===== src/rtl/usrt_rx_shifter.sv =====
// usrt_rx_shifter: oversampled USRT receive deframer feeding the Rx data register
module usrt_rx_shifter #(
  parameter int DATA_WIDTH  = 8,
  parameter int SYNC_STAGES = 2
) (
  input  logic                  i_Pclk,
  input  logic                  i_Reset,
  input  logic                  i_Sclk,
  input  logic                  i_Rxd,
  input  logic                  i_ParEn,
  input  logic                  i_ParOdd,
  input  logic                  i_Full,
  input  logic                  i_ClrOvr,
  output logic [DATA_WIDTH-1:0] o_Data,
  output logic                  o_Push,
  output logic                  o_ParErr,
  output logic                  o_FrmErr,
  output logic                  o_Ovr,
  output logic                  o_Busy
);
  localparam int CW = $clog2(DATA_WIDTH + 1);
  localparam logic [CW-1:0] LAST = CW'(DATA_WIDTH - 1);
  typedef enum logic [2:0] {IDLE, DATA, PARITY, STOP, BREAK} state_t;
  state_t                  state;
  logic [SYNC_STAGES-1:0]  sclk_sync, rxd_sync;
  logic                    sclk_prev, par_en, par_odd, par_bit;
  logic [DATA_WIDTH-1:0]   shreg;
  logic [CW-1:0]           cnt;
  logic                    sample, bit_in;
  assign sample = sclk_sync[SYNC_STAGES-1] & ~sclk_prev;
  assign bit_in = rxd_sync[SYNC_STAGES-1];
  assign o_Busy = state != IDLE;
  // Sclk and Rxd share the same depth so the sampled bit lines up with its edge
  always_ff @(posedge i_Pclk or negedge i_Reset)
    if (!i_Reset) begin
      sclk_sync <= '0;
      rxd_sync  <= '1;
      sclk_prev <= 1'b0;
    end else begin
      sclk_sync <= {sclk_sync[SYNC_STAGES-2:0], i_Sclk};
      rxd_sync  <= {rxd_sync[SYNC_STAGES-2:0], i_Rxd};
      sclk_prev <= sclk_sync[SYNC_STAGES-1];
    end
  always_ff @(posedge i_Pclk or negedge i_Reset)
    if (!i_Reset) begin
      state    <= IDLE;
      shreg    <= '0;
      cnt      <= '0;
      par_en   <= 1'b0;
      par_odd  <= 1'b0;
      par_bit  <= 1'b0;
      o_Data   <= '0;
      o_Push   <= 1'b0;
      o_ParErr <= 1'b0;
      o_FrmErr <= 1'b0;
      o_Ovr    <= 1'b0;
    end else begin
      o_Push <= 1'b0;
      if (i_ClrOvr) o_Ovr <= 1'b0;
      if (sample)
        case (state)
          IDLE: if (!bit_in) begin
            state   <= DATA;
            cnt     <= '0;
            par_en  <= i_ParEn;
            par_odd <= i_ParOdd;
          end
          DATA: begin
            shreg <= {bit_in, shreg[DATA_WIDTH-1:1]};
            cnt   <= cnt + CW'(1);
            if (cnt == LAST) state <= par_en ? PARITY : STOP;
          end
          PARITY: begin
            par_bit <= bit_in;
            state   <= STOP;
          end
          STOP: begin
            o_FrmErr <= !bit_in;
            o_ParErr <= par_en & ((^shreg ^ par_bit) != par_odd);
            state    <= bit_in ? IDLE : BREAK;
            if (bit_in && !i_Full) begin
              o_Data <= shreg;
              o_Push <= 1'b1;
            end
            if (bit_in && i_Full) o_Ovr <= 1'b1;
          end
          BREAK: if (bit_in) state <= IDLE;
          default: state <= IDLE;
        endcase
    end
endmodule


===== config.mk =====
export PLATFORM = sky130hd
export DESIGN_NAME = usrt_rx_shifter
export DESIGN_NICKNAME = d
export VERILOG_FILES = /design/src/rtl/usrt_rx_shifter.sv
export SDC_FILE = /design/constraint.sdc
export NUM_CORES = 1
export LEC_CHECK = 0
export CAP_MARGIN = 15
export CORE_UTILIZATION = 47
export DETAILED_ROUTE_END_ITERATION = 12
export PLACE_DENSITY = 0.76
export SYNTH_ARGS = -nofsm -noshare
export SYNTH_HDL_FRONTEND = slang
export SYNTH_SLANG_ARGS = --single-unit
export TNS_END_PERCENT = 30

===== constraint.sdc =====
create_clock -name i_Pclk -period 1.8 [get_ports i_Pclk]
set_input_delay 0.18 -clock i_Pclk [delete_from_list [all_inputs] [get_ports i_Pclk]]
set_output_delay 0.18 -clock i_Pclk [all_outputs]
set_load 0.01 [all_outputs]

==> run_results.csv <==
group,metric,value,unit
sta,hold_viol,0,
yosys,synth_nets,122,
die,die_x,58.0,um
sta,setup_violations,0,
sta,tightest_slew,450,ps
detailed_routing,wl_per_cell,13.7,um
layout,fill_cells,231,
worst_setup_path,cp_slowest_cell,"dfrtp_2",
worst_setup_path,crit_arrival,1920,ps
detailed_routing,wl,2.39,mm
power,power_density,1370,nW/um^2
detailed_routing,met2_length,1.13,mm
layout,area_growth,22.4,%
detailed_routing,drc_errors,1,
worst_setup_path,start_kind,"flip-flop",
yosys,ys_types,29,
placement,portBuffers,20,
yosys,synth_area_leader_cell,"dfrtp_1",
worst_setup_path,cp.required,2030,ps
sta,slew_headroom,69.7,%
yosys,yosys-top-cells-area,"dfrtp_1 (56%), mux2_2 (14%), dfstp_2 (3.6%)",
worst_setup_path,path_class,"reg -> reg",
die,dieArea,3360,um^2
clock_network,htreeDepth,2,
detailed_routing,vias,942,
yosys,synth_area,1470,um^2
sta,tns,0,ps
layout,stdcell_area,1800,um^2
clock_network,numCtsBuffers,5,
flow_run,cap_violations,0,
placement,dp_slack,76.0,ps
min_path,hold_class,"in -> reg",
layout,drive_above_1_share,28.0,%
layout,layout.nets,151,
detailed_routing,drt_pass1_iterations,8,
worst_setup_path,slowest_delay,410,ps
detailed_routing,wl_met1,1.05,mm
layout,final_common_cell,"dfrtp_1",
sta,fin_crit_sh,93.5,%
placement,place.gp.congestion,0.775,
sta,layout_min_cycle_time,1680,ps
detailed_routing,met3_length,118,um
worst_setup_path,cp_num_buf_inv,1,
global_routing,grt_use_total,17.1,%
sta,finalClockSkew,9.59,ps
layout,utilization,63.2,%
yosys,synth_warnings,0,
die,io_pins,21,
sta,max_freq,594,MHz
die,die_y,58.0,um
clock_network,cts-root-buf,"clkbuf_4",
worst_setup_path,path_max_fanout,11,
yosys,ys_ff_latch,35,
global_routing,antenna_found_initial,0,
clock_network,cts_hold_buf,0,
clock_network,clk_pin_slew,100,ps
status,status,"complete, but fails checks",
sta,fin_ws,117,ps
worst_setup_path,path_delay_family,"simple AND/OR/NAND/NOR gates",
yosys,synth_cells,113,
clock_network,cts_tree,"done",
yosys,yosysTopAreaCellShare,56.1,%
clock_network,insertion_delay,340,ps
global_routing,grt_max_degree,36,
detailed_routing,via_per_inst,5.41,
worst_setup_path,crit_chain,"buf_4 > nor4b_2 > nand2_1 > mux2_2",
layout,final_cell_mix,"dfrtp_1 (30), clkdlybuf4s50_1 (19), mux2_2 (18)",
worst_setup_path,end_kind,"flip-flop",
status,violations,"DRC",
detailed_routing,ant_nets,0,
yosys,seq_area_frac_synth,59.6,%
die,rows,19,
die,core,2850,um^2
sta,rsz0062_at_grt,"no",
die,initial_core_util,51.6,%
power,peakVddDrop,717,uV
detailed_routing,highest_layer,"met4",
yosys,avgSynthCellArea,13.0,um^2
placement,place_hpwl,1.68,mm
sta,slew_viol_final,0,
global_routing,grt_overflow,0,
global_routing,grt_pass1_wl,4.20,mm
clock_network,clock-sinks,35,
power,p_leak,0.815,nW
placement,dpl_cell_area,1710,um^2
layout,n_antenna_cell,0,
global_routing,grt_pass1_vias,955,
detailed_routing,drt-initial-drc-count,29,
clock_network,clk_path_buf_depth,2,
per-stage QoR:
stage	power [mW]	hold slack, ps	cells
finish	2.47	234	174
global route	2.67	199	174
CTS	2.51	219	174
detailed placement	2.03	340	164
global placement	1.99	340	164
floorplan	1.79	-116	113
cell usage after synthesis:
cell / count
inv_1: 5
a21oi_1: 3
nand3_2: 1
buf_2: 1
xor2_1: 1
nand3_1: 3
dfstp_2: 2
buf_6: 1
or3_1: 2
nor3_1: 1
o31ai_1: 2
clkbuf_1: 1
nor3b_2: 1
a32o_1: 1
dfrtp_1: 33
a22o_1: 1
mux2_2: 18
nor3_4: 1
nand2b_1: 1
nor2_1: 3
nand2_1: 10
xnor2_1: 6
o21ai_0: 9
nor4b_2: 1
o22ai_1: 1
xnor3_1: 1
ha_1: 1
a21o_1: 1
nor3b_1: 1
sequential cells by signal, summed over array words and instances (netlist names):
register	count
par_odd	1
sclk_prev	1
par_en	1
rxd_sync	2
o_Push	1
o_Ovr	1
o_ParErr	1
par_bit	1
sclk_sync	2
shreg	8
state	3
o_FrmErr	1
o_Data	8
cnt	4
final timing paths:
check / start / endpoint / slack [ps] / cells past startpoint
max: state[1] / shreg[0] / 120 / 4
min reg2reg: rxd_sync[0] / rxd_sync[1] / 360 / 0
max in group asynchronous: i_Reset / rxd_sync[1] / 1210 / 2
max reg2reg: state[1] / shreg[0] / 120 / 4
min: i_Rxd / rxd_sync[0] / 230 / 1
min in group asynchronous: i_Reset / o_FrmErr / 250 / 2
routing by layer:
metal  GRT usage (%)  vias to the layer above
met2            26.1                       30
met5               0                        -
met3            5.36                        9
met1            21.1                      452
li1                -                      451
met4            10.9                        0
kinds of logic (layout without fill, tap and decap cells):
| family | Yosys count | count (layout) | synth area share (%) |
|---|---|---|---|
| flops | 35 | 35 | 59.6 |
| simple gates | 25 | 25 | 10.1 |
| compound gates | 18 | 18 | 7.31 |
| mux | 18 | 18 | 13.8 |
| xor+xnor | 8 | 8 | 5.69 |
| buf+inv | 8 | 38 | 2.63 |
| fa+ha+maj | 1 | 1 | 0.849 |
timing repair:
item,4_1_cts,5_1_grt
buffers inserted,2,0
endpoints found under the setup margin,1,1
resized for setup,3,1
area by class of cell:
type	instances	area, um^2	share of cell area (%)
clock buffers	6	51.3	2.85
clock inverters	2	16.3	0.902
inverters	5	18.8	1.04
multi-input cells	70	556	30.8
flip-flops and latches	35	882	48.9
well taps	31	38.8	2.15
repair buffers	25	240	13.3
report_power, final:
| group | switching, mW | internal (mW) | total (mW) |
|---|---|---|---|
| clock | 0.266 | 0.192 | 0.458 |
| combinational | 0.329 | 0.505 | 0.834 |
| sequential | 0.190 | 0.993 | 1.18 |
| total | 0.784 | 1.69 | 2.47 |
(Power assumes the default switching activity.)
